## config.mk

```make
export PLATFORM = sky130hd
export DESIGN_NAME = regfile_write_arbiter
export DESIGN_NICKNAME = d
export VERILOG_FILES = /design/src/rtl/regfile_write_arbiter.sv
export SDC_FILE = /design/constraint.sdc
export NUM_CORES = 1
export LEC_CHECK = 0
export BUFFER_PORTS_ARGS = -buffer_cell sky130_fd_sc_hd__buf_2
export CAP_MARGIN = 15
export CORE_UTILIZATION = 30
export CTS_CLUSTER_DIAMETER = 40
export DETAILED_ROUTE_END_ITERATION = 8
export SYNTH_ARGS = -nofsm -noshare
export SYNTH_HDL_FRONTEND = slang
export SYNTH_SLANG_ARGS = --single-unit
export TNS_END_PERCENT = 50
```

## constraint.sdc

```tcl
create_clock -name clock -period 3.3 [get_ports clock]
set_input_delay 0.495 -clock clock [delete_from_list [all_inputs] [get_ports clock]]
set_output_delay 0.495 -clock clock [all_outputs]
set_load 0.005 [all_outputs]
```

## src/rtl/regfile_write_arbiter.sv

```systemverilog
// ---------------------------------------------------------------------------
// regfile_write_arbiter
//
// Owns the single register-file write port. After reset it walks through every
// register and writes zero to it (INIT). Once that is done (RUN), it shares the
// write port between two writeback requesters using valid/ready handshakes and
// round-robin priority. The write to the register file is registered, so a
// request accepted at edge k is written to the register file at edge k+1.
//
// Ports
//   clock      single clock, all state updates on its rising edge
//   reset_n    synchronous, active-low reset
//   wb0_*      writeback requester 0: valid/addr/data in, ready out
//   wb1_*      writeback requester 1: valid/addr/data in, ready out
//   rf_write   register-file RegWrite  (registered)
//   rf_waddr   register-file WriteReg  (registered)
//   rf_wdata   register-file WriteData (registered)
//   init_done  high once clearing has finished
//   addr_err   sticky flag: a request with an out-of-range register was taken
// ---------------------------------------------------------------------------
module regfile_write_arbiter #(
    parameter int DATA_W   = 64,
    parameter int ADDR_W   = 6,
    parameter int NUM_REGS = 32
) (
    input  logic              clock,
    input  logic              reset_n,
    input  logic              wb0_valid,
    input  logic [ADDR_W-1:0] wb0_addr,
    input  logic [DATA_W-1:0] wb0_data,
    output logic              wb0_ready,
    input  logic              wb1_valid,
    input  logic [ADDR_W-1:0] wb1_addr,
    input  logic [DATA_W-1:0] wb1_data,
    output logic              wb1_ready,
    output logic              rf_write,
    output logic [ADDR_W-1:0] rf_waddr,
    output logic [DATA_W-1:0] rf_wdata,
    output logic              init_done,
    output logic              addr_err
);

    typedef enum logic [0:0] {
        ST_INIT = 1'b0,
        ST_RUN  = 1'b1
    } state_t;

    localparam logic [ADDR_W-1:0] LAST_IDX     = ADDR_W'(NUM_REGS - 1);
    // One bit wider so NUM_REGS == 2**ADDR_W still compares correctly.
    localparam logic [ADDR_W:0]   NUM_REGS_EXT = (ADDR_W + 1)'(NUM_REGS);

    // True when the register number exists in the register file.
    function automatic logic addr_legal(input logic [ADDR_W-1:0] addr);
        return ({1'b0, addr} < NUM_REGS_EXT);
    endfunction

    // True when an accepted request actually reaches the register file:
    // register 0 is hard-wired to zero, out-of-range numbers are discarded.
    function automatic logic addr_writes(input logic [ADDR_W-1:0] addr);
        return addr_legal(addr) && (addr != {ADDR_W{1'b0}});
    endfunction

    state_t              state_r;
    state_t              state_s;
    logic [ADDR_W-1:0]   idx_r;
    logic [ADDR_W-1:0]   idx_s;
    logic                rr_last_r;
    logic                rr_last_s;
    logic                rf_write_r;
    logic                rf_write_s;
    logic [ADDR_W-1:0]   rf_waddr_r;
    logic [ADDR_W-1:0]   rf_waddr_s;
    logic [DATA_W-1:0]   rf_wdata_r;
    logic [DATA_W-1:0]   rf_wdata_s;
    logic                addr_err_r;
    logic                addr_err_s;
    logic                grant0_s;
    logic                grant1_s;
    logic [ADDR_W-1:0]   acc_addr_s;
    logic [DATA_W-1:0]   acc_data_s;

    // Next-state, grant and write-port logic for both the clearing and run phases.
    always_comb begin
        grant0_s    = 1'b0;
        grant1_s    = 1'b0;
        acc_addr_s  = wb0_addr;
        acc_data_s  = wb0_data;
        state_s     = state_r;
        idx_s       = idx_r;
        rr_last_s   = rr_last_r;
        rf_write_s  = 1'b0;
        rf_waddr_s  = rf_waddr_r;
        rf_wdata_s  = rf_wdata_r;
        addr_err_s  = addr_err_r;

        case (state_r)
            ST_INIT: begin
                rf_write_s = 1'b1;
                rf_waddr_s = idx_r;
                rf_wdata_s = {DATA_W{1'b0}};
                idx_s      = idx_r + ADDR_W'(1);
                if (idx_r == LAST_IDX) begin
                    state_s = ST_RUN;
                end else begin
                    state_s = ST_INIT;
                end
            end

            ST_RUN: begin
                // rr_last names the port granted most recently; on contention
                // the other port wins.
                if (wb0_valid && wb1_valid) begin
                    grant0_s = rr_last_r;
                    grant1_s = ~rr_last_r;
                end else begin
                    grant0_s = wb0_valid;
                    grant1_s = wb1_valid;
                end

                if (grant1_s) begin
                    acc_addr_s = wb1_addr;
                    acc_data_s = wb1_data;
                    rr_last_s  = 1'b1;
                end else if (grant0_s) begin
                    acc_addr_s = wb0_addr;
                    acc_data_s = wb0_data;
                    rr_last_s  = 1'b0;
                end else begin
                    rr_last_s  = rr_last_r;
                end

                if (grant0_s || grant1_s) begin
                    rf_write_s = addr_writes(acc_addr_s);
                    rf_waddr_s = acc_addr_s;
                    rf_wdata_s = acc_data_s;
                    addr_err_s = addr_err_r | ~addr_legal(acc_addr_s);
                end else begin
                    rf_write_s = 1'b0;
                end
            end

            default: begin
                state_s = ST_INIT;
            end
        endcase
    end

    // State and output registers with synchronous active-low reset.
    always_ff @(posedge clock) begin
        if (!reset_n) begin
            state_r    <= ST_INIT;
            idx_r      <= {ADDR_W{1'b0}};
            rr_last_r  <= 1'b1;
            rf_write_r <= 1'b0;
            rf_waddr_r <= {ADDR_W{1'b0}};
            rf_wdata_r <= {DATA_W{1'b0}};
            addr_err_r <= 1'b0;
        end else begin
            state_r    <= state_s;
            idx_r      <= idx_s;
            rr_last_r  <= rr_last_s;
            rf_write_r <= rf_write_s;
            rf_waddr_r <= rf_waddr_s;
            rf_wdata_r <= rf_wdata_s;
            addr_err_r <= addr_err_s;
        end
    end

    assign wb0_ready = grant0_s;
    assign wb1_ready = grant1_s;
    assign rf_write  = rf_write_r;
    assign rf_waddr  = rf_waddr_r;
    assign rf_wdata  = rf_wdata_r;
    assign init_done = (state_r == ST_RUN);
    assign addr_err  = addr_err_r;

endmodule

```

==> results of run 1 <==
[logic make-up (layout without fill, tap and decap cells)]
group | count (synthesis) | after routing
DFF | 80 | 80
AOI/OAI and AO/OA | 150 | 150
and+or+nand+nor | 108 | 108
muxes | 1 | 1
xor gates and xnor gates | 3 | 3
adders and majority gates | 1 | 1
buffers and inverters | 31 | 241
[layout make-up]
class | count | share of cell area (%)
clock inverters | 5 | 1.69
clock buffers | 11 | 5.13
well taps | 140 | 3.70
inverters | 1 | 0.0794
repair buffers | 224 | 24.0
multi-input cells | 263 | 31.5
flip-flops and latches | 80 | 33.9
[worst paths after layout]
kind                             startpoint                   endpoint  cells past startpoint
setup / recovery       init_done$_SDFF_PN0_                  wb0_ready                      2
hold / removal                      reset_n     rr_last_r$_SDFFE_PN1P_                      2
setup reg to reg       init_done$_SDFF_PN0_   rf_wdata[6]$_SDFFE_PN0P_                      6
hold reg to reg   rf_wdata[15]$_SDFFE_PN0P_  rf_wdata[15]$_SDFFE_PN0P_                      2
[layout by cell type, fill, tap and decap left out, types with 2 or more instances in the layout]
cell,instances
clkinvlp_4,2
nand2_1,78
a22oi_1,62
bufinv_16,2
buf_4,6
clkbuf_16,9
o21ai_1,17
xor2_1,2
dfxtp_1,80
nand2b_1,3
nor4_1,2
a22oi_2,4
o21ai_0,55
a21oi_1,3
a31oi_1,4
a41oi_1,3
and3_1,2
nand3_1,2
nor2_1,8
nor2b_1,4
buf_2,218
[registers in the layout, indices dropped and copies added (netlist names)]
name and cells:
addr_err 1, rf_wdata 64, rr_last_r 1, rf_write 1, idx_r 6, rf_waddr 6, init_done 1
[power groups by stage]
stage | logic, W | clock network, W | registers (W)
2_1_floorplan | 0.0000956 | 0 | 0.000997
3_3_place_gp | 0.000185 | 0 | 0.000998
3_5_place_dp | 0.000188 | 0 | 0.000998
4_1_cts | 0.000189 | 0.00109 | 0.000976
5_1_grt | 0.000209 | 0.00113 | 0.000977
6_report | 0.000186 | 0.00106 | 0.000977
[critical path, delay by kind of cell, from the launching register on]
kind,cells,cell delay (ns)
and+or+nand+nor,1,0.33
DFF,1,0.83
buffers and inverters,1,0.13
[stage by stage]
stage | hold slack (ns) | area, um^2 | worst slack (ns) | total power, W | cells
after floorplan | 0.445 | 3410 | 1.85 | 0.00109 | 374
after global placement | 0.429 | 4410 | 1.21 | 0.00118 | 708
after detailed placement | 0.437 | 4410 | 1.12 | 0.00119 | 708
after CTS | 0.413 | 4730 | 1.16 | 0.00226 | 724
after global routing | 0.436 | 4730 | 0.976 | 0.00231 | 724
final | 0.426 | 4730 | 1.18 | 0.00222 | 724
[layer usage]
| metal | track usage [%] | up-vias | share of wire, % |
|---|---|---|---|
| met5 | 0 | - | 0 |
| met4 | 5.21 | 0 | 1.1 |
| met3 | 4.82 | 9 | 7.2 |
| met2 | 27.8 | 118 | 49 |
| met1 | 17.7 | 1578 | 43 |
| li1 | - | 1758 | - |
==> impl_metrics.yaml, run 1 <==
critical_path:
  required_ns: 2.80
  worst_setup_path_start_kind: "register"
  cpMaxStageDelayCell: "dfxtp_1"
  path_class: "register to primary output"
  path_cells: "and3_1, buf_2"
  cp.arrival_ns: 1.62
  cp_max_fo: 25
  crit_path_max_incr_delay_ns: 0.83
  worstSetupEndpointType: "primary output"
  rrSetupSlack_ns: 1.22
sta:
  skew_ns: 0.00369
  slew_headroom_pct: 47.4
  rsz0062_at_grt: "false"
  max_freq_mhz: 472
  hold_viol_final: 0
  setup_tns_ns: 0
  finalSetupViolations: 0
  period_minus_slack_ns: 2.12
  period_share_pct: 64.2
  slew_violations: 0
  worstMarginPinSlew_ns: 0.789
routing:
  wl_per_cell_um: 13.1
  drtPass1Iterations: 5
  wl_mm: 9.46
  drc: 0
  antenna_left: 0
  drt_iter0_drc: 189
  vias_per_cell: 4.78
  via_count: 3463
power_and_ir_drop:
  peakVddDrop_uv: 360
  p_comb_share_pct: 8.4
  power.internal_w: 0.00175
  seqPwrFrac_pct: 43.9
  pwr_density_cell_mw_per_mm2: 470
  power_switching_w: 0.000470
  p_leak_nw: 2.22
  power_frac_clock_pct: 47.7
  p_sw_share_pct: 21.1
floorplanning:
  rows: 38
  die_w_um: 109
  start_util_pct: 31.2
  die_h_um: 109
  fp.coreArea_mm2: 0.0109
  die-area_mm2: 0.0118
  io_pins: 219
global_routing:
  grt_overflow: 0
  grt_pass1_wl_mm: 14.6
  grt_use_total_pct: 15.7
  antenna_found_initial: 0
  grt_max_degree: 67
  grt_pass1_vias: 3211
logic_synthesis:
  synth.largest_area_cell: "dfxtp_1"
  synth_cells: 374
  synth_top_family_by_area: "compound AO/OA/AOI/OAI gates"
  syn-num-nets: 519
  yosysMostFrequentCell: "dfxtp_1"
  netlist-cell-type-count: 37
  synth-seq-area-share_pct: 47.0
  synth_compound_area_share_pct: 28.5
  synth_fa_ha_area_share_pct: 0.367
  ys_warn_count: 0
  synth_xor_area_share_pct: 0.771
  synthMuxAreaShare_pct: 0.294
  synthTopCellsByCount: "dfxtp_1 (80), nand2_1 (78), a22oi_1 (62), o21ai_0 (55), o21ai_1 (17)"
  synth_area_mm2: 0.00341
  synth-main-ff-cell: "dfxtp_1"
  synthTopCellsByArea: "dfxtp_1 (47%), a22oi_1 (14%), nand2_1 (8.6%)"
  synth_edf_count: 0
  yosys.area_share.simple_pct: 13.8
  ys_ff_latch: 80
  synth_top_area_share_pct: 47.0
  async_reset_ff_share_pct: 0
  avgSynthCellArea_um2: 9.11
cts:
  cts-root-buf: "clkbuf_16"
  clkSinkCount: 80
  insertion_delay_ns: 0.33
  clkTransAtPathRegs_ns: 0.06
  cts.path.max_buffers: 2
  htreeDepth: 3
  cts_setup_buffers: 0
  cts-resized-gates: 0
  cts_made_buffers: 9
  cts_tree: "yes"
  holdBufCountCts: 0
final_layout:
  ff_latch_area_mm2: 0.00160
  area_growth_pct: 38.8
  diodes: 0
  drive_gt1_share_pct: 42.3
  multi_input_area_mm2: 0.00149
  fin_util_pct: 43.2
  final_nets: 724
  nFillCells: 1137
placed_design:
  port_buffers: 218
  place_hpwl_mm: 6.87
  gp_congestion: 0.800
run:
  cap_viol_max_count: 0
hold_path:
  hold_class: "input port to register"
outcome:
  status: "finished, final reports clean"
Power figures use the tool's default switching activity.
==> run 2: changes to the inputs <==
- clock period: 3.3 -> 1.75 ns (I/O delays scaled with it)
==> impl_metrics.yaml, run 2 (synthesized netlist as in run 1, its figures left out) <==
global_routing:
  grt_use_total_pct: 16.4
  grt_overflow: 0
  grt_pass1_vias: 3270
  antenna_found_initial: 0
  grt_pass1_wl_mm: 15.2
  grt_max_degree: 70
placed_design:
  gp_congestion: 0.765
  place_hpwl_mm: 6.99
  dp.cells: 710
  port_buffers: 218
  dpl_cell_area_mm2: 0.00445
run:
  cap_viol_max_count: 0
cts:
  holdBufCountCts: 0
  cts_made_buffers: 9
  cts-root-buf: "clkbuf_16"
  cts_tree: "yes"
  cts-resized-gates: 0
  cts_setup_buffers: 0
  cts.path.max_buffers: 2
  insertion_delay_ns: 0.32
  htreeDepth: 3
  clkSinkCount: 80
  clkTransAtPathRegs_ns: 0.06
sta:
  setup_tns_ns: 0
  period_minus_slack_ns: 1.61
  hold_viol_final: 0
  max_freq_mhz: 621
  finalSetupViolations: 0
  period_share_pct: 92.0
  worstMarginPinSlew_ns: 0.451
  skew_ns: 0.00782
  slew_violations: 0
  rsz0062_at_grt: "false"
  slew_headroom_pct: 69.8
critical_path:
  cp.arrival_ns: 1.35
  required_ns: 1.49
  cp_max_fo: 23
  path_class: "register to primary output"
  worst_setup_path_start_kind: "register"
  worstSetupEndpointType: "primary output"
power_and_ir_drop:
  peakVddDrop_uv: 467
  pwr_density_cell_mw_per_mm2: 859
  power_w: 0.00408
  p_leak_nw: 2.23
routing:
  drt_iter0_drc: 179
  wl_mm: 9.84
  via_count: 3550
  drc: 0
  vias_per_cell: 4.89
  drtPass1Iterations: 4
  wl_per_cell_um: 13.6
  antenna_left: 0
final_layout:
  largest_reg_flops: 64
  final_area_mm2: 0.00475
  drive_gt1_share_pct: 42.3
  area_growth_pct: 39.3
  multi_input_area_mm2: 0.00149
  ff_latch_area_mm2: 0.00160
  final_nets: 726
  diodes: 0
  nFillCells: 1133
  layout_common_cells: "buf_2 (218), dfxtp_1 (80), nand2_1 (78)"
  final_common_cell: "buf_2"
  fin_cells: 726
floorplanning:
  fp.coreArea_mm2: 0.0109
  rows: 38
  die_h_um: 109
  io_pins: 219
  start_util_pct: 31.2
  die_w_um: 109
  die-area_mm2: 0.0118
outcome:
  status: "finished, final reports clean"
hold_path:
  hold_class: "input port to register"
## run 2: cell types whose count changed in the layout (fill, tap and decap cells not counted)
cell / before / now
bufinv_16: 2 / 1
clkinvlp_4: 2 / 0
clkbuf_8: 1 / 2
clkinv_2: 1 / 2
clkbuf_1: 1 / 2
buf_12: 0 / 2
## run 2: final timing paths
| check | cells past startpoint | start | to | slack (ns) |
|---|---|---|---|---|
| worst max register to register | 5 | rr_last_r$_SDFFE_PN1P_ | rf_write$_SDFF_PN0_ | 0.32 |
| worst min-delay path | 3 | wb0_data[44] | rf_wdata[44]$_SDFFE_PN0P_ | 0.20 |
| worst min register to register | 2 | rf_wdata[58]$_SDFFE_PN0P_ | rf_wdata[58]$_SDFFE_PN0P_ | 0.44 |
| worst max-delay path | 3 | init_done$_SDFF_PN0_ | wb0_ready | 0.14 |
## run 2: area by class of cell
| type | count | area share (%) |
|---|---|---|
| Clock buffer | 13 | 5.48 |
| Inverter | 1 | 0.0791 |
| Timing Repair Buffer | 226 | 24.8 |
| Multi-Input combinational cell | 263 | 31.4 |
| Tap cell | 140 | 3.69 |
| Sequential cell | 80 | 33.7 |
| Clock inverter | 3 | 0.843 |
## run 2: metal layers
layer	vias to the layer above	part of all wire, %	routed length (um)	GRT usage [%]
met1	1643	44	4310	20.4
met5	-	0	0	0
li1	1762	-	-	-
met2	129	48	4750	27.6
met4	0	2.0	194	6.56
met3	16	6.0	586	3.19
## run 2: worst max-delay path, cell delays in order (launching register included)
cell	delay, ns
dfxtp_1	0.37
buf_4	0.27
and3_1	0.24
buf_2	0.13
## run 2: report_power, final
part	internal, W	switching [W]	total, W
registers	0.00183	0.00000972	0.00184
clock network	0.00118	0.000698	0.00188
logic	0.000197	0.000163	0.000360
## run 2: metrics by stage
| step | setup slack, ns | utilization (%) | hold WS, ns |
|---|---|---|---|
| 2_1_floorplan | 0.407 | - | 0.339 |
| 3_3_place_gp | 0.380 | 40.7 | 0.431 |
| 3_5_place_dp | 0.298 | 40.7 | 0.437 |
| 4_1_cts | 0.142 | 43.4 | 0.190 |
| 5_1_grt | 0.0621 | 43.4 | 0.210 |
| 6_report | 0.141 | 43.4 | 0.202 |
==> run 3: changes to the inputs <==
- SKIP_LAST_GASP: not set -> 1
- clock period: 1.75 -> 1.8 ns (I/O delays scaled with it)
==> impl_metrics.yaml, run 3 (synthesized netlist as in run 1, its figures left out) <==
outcome:
  status: "finished, final reports clean"
critical_path:
  cpMaxStageDelayCell: "dfxtp_1"
  crit_path_max_incr_delay_ns: 0.36
  rrSetupSlack_ns: 0.33
  required_ns: 1.53
  path_cells: "buf_4, and3_1, buf_2"
  path_class: "register to primary output"
  rr_worst_depth: 5
  worstSetupEndpointType: "primary output"
  cp.arrival_ns: 1.33
  cp_max_fo: 23
  critPathBufInv: 2
  r2r_start: "rr_last_r$_SDFFE_PN1P_"
  r2r-end: "rf_wdata[61]$_SDFFE_PN0P_"
  cpLargestDelayFamily: "buffers and inverters"
  worst_setup_path_start_kind: "register"
global_routing:
  grt_overflow: 0
  grt_use_total_pct: 16.8
  grt_pass1_wl_mm: 15.5
  grt_max_degree: 46
  grt_pass1_vias: 3360
  antenna_found_initial: 0
floorplanning:
  die_w_um: 109
  die-area_mm2: 0.0118
  start_util_pct: 31.2
  io_pins: 219
  rows: 38
  fp.coreArea_mm2: 0.0109
  die_h_um: 109
routing:
  antenna_left: 0
  wl_mm: 9.95
  vias_per_cell: 4.88
  wirelength_met1_mm: 4.30
  drt_iter0_drc: 186
  via_count: 3551
  dr_wl_met2_mm: 4.82
  drc: 0
  wl_per_cell_um: 13.7
  routed.top_layer: "met4"
  drtPass1Iterations: 5
  met3WireLength_um: 627
sta:
  setup_ws_ns: 0.200
  period_minus_slack_ns: 1.60
  finalSetupViolations: 0
  worstMarginPinSlew_ns: 0.426
  slew_headroom_pct: 71.6
  max_freq_mhz: 625
  hold_viol_final: 0
  period_share_pct: 88.9
  slew_violations: 0
  skew_ns: 0.00454
  setup_tns_ns: 0
  rsz0062_at_grt: "false"
final_layout:
  multi_input_area_mm2: 0.00149
  area_growth_pct: 40.4
  diodes: 0
  final_common_cell: "buf_2"
  nFillCells: 1123
  fin_cells: 727
  final_nets: 727
  ff_latch_area_mm2: 0.00160
  layout_common_cells: "buf_2 (218), dfxtp_1 (80), nand2_1 (78)"
  largest_reg_flops: 64
  drive_gt1_share_pct: 42.8
power_and_ir_drop:
  peakVddDrop_uv: 333
  p_leak_nw: 2.24
  power_w: 0.00412
  pwr_density_cell_mw_per_mm2: 861
cts:
  cts_tree: "yes"
  clkTransAtPathRegs_ns: 0.06
  cts_made_buffers: 9
  clkSinkCount: 80
  holdBufCountCts: 0
  cts-resized-gates: 0
  cts_setup_buffers: 0
  cts.path.max_buffers: 2
  htreeDepth: 3
  cts-root-buf: "clkbuf_16"
  insertion_delay_ns: 0.33
placed_design:
  dp_slack_ns: 0.356
  dp.cells: 711
  port_buffers: 218
  gp_congestion: 0.732
  place_hpwl_mm: 7.17
run:
  cap_viol_max_count: 0
hold_path:
  hold_class: "input port to register"
  hold_path_end: "rr_last_r$_SDFFE_PN1P_"
  whs_path_depth: 2
  hp-start: "reset_n"
[run 3: worst register-to-register path, stage by stage (launching register included)]
cell	delay, ns
dfxtp_1	0.40
nand2b_1	0.15
and2_2	0.18
buf_4	0.34
a22oi_1	0.13
o21ai_0	0.20
[run 3: worst max path at each step]
| stage | cells past startpoint | from | to | slack, ns |
|---|---|---|---|---|
| 6_report | 3 | init_done$_SDFF_PN0_ | wb0_ready | 0.20 |
| 5_1_grt | 3 | init_done$_SDFF_PN0_ | wb0_ready | 0.11 |
| 4_1_cts | 3 | init_done$_SDFF_PN0_ | wb0_ready | 0.19 |
| 3_5_place_dp | 5 | rr_last_r$_SDFFE_PN1P_ | rf_wdata[0]$_SDFFE_PN0P_ | 0.36 |
| 3_3_place_gp | 4 | idx_r[2]$_SDFFE_PN0N_ | idx_r[5]$_SDFFE_PN0N_ | 0.41 |
| 2_1_floorplan | 7 | rr_last_r$_SDFFE_PN1P_ | rf_wdata[20]$_SDFFE_PN0P_ | 0.46 |
[run 3: report_power, final]
| part | switching (W) | internal (W) | total (W) | leakage (nW) |
|---|---|---|---|---|
| sequential | 0.00000850 | 0.00178 | 0.00179 | 0.645 |
| combinational | 0.000160 | 0.000194 | 0.000353 | 1.44 |
| clock | 0.000723 | 0.00126 | 0.00198 | 0.155 |
[run 3: layout make-up]
cell class	instances	area share, %
Sequential cell	80	33.5
Multi-Input combinational cell	263	31.1
Timing Repair Buffer	227	24.7
Clock buffer	10	4.99
Tap cell	140	3.66
Clock inverter	6	1.93
Inverter	1	0.0784
[run 3: per-layer routing]
metal  global-route usage (%)  vias to the layer above
li1                         -                     1775
met1                     20.4                     1628
met2                     28.6                      129
met3                     3.50                       19
met4                     7.34                        0
met5                        0                        -
[run 3: through the flow]
step	area [um^2]	hold slack, ns	util [%]
2_1_floorplan	3410	0.346	-
3_3_place_gp	4450	0.430	40.7
3_5_place_dp	4450	0.439	40.7
4_1_cts	4790	0.190	43.8
5_1_grt	4790	0.194	43.8
6_report	4790	0.195	43.8
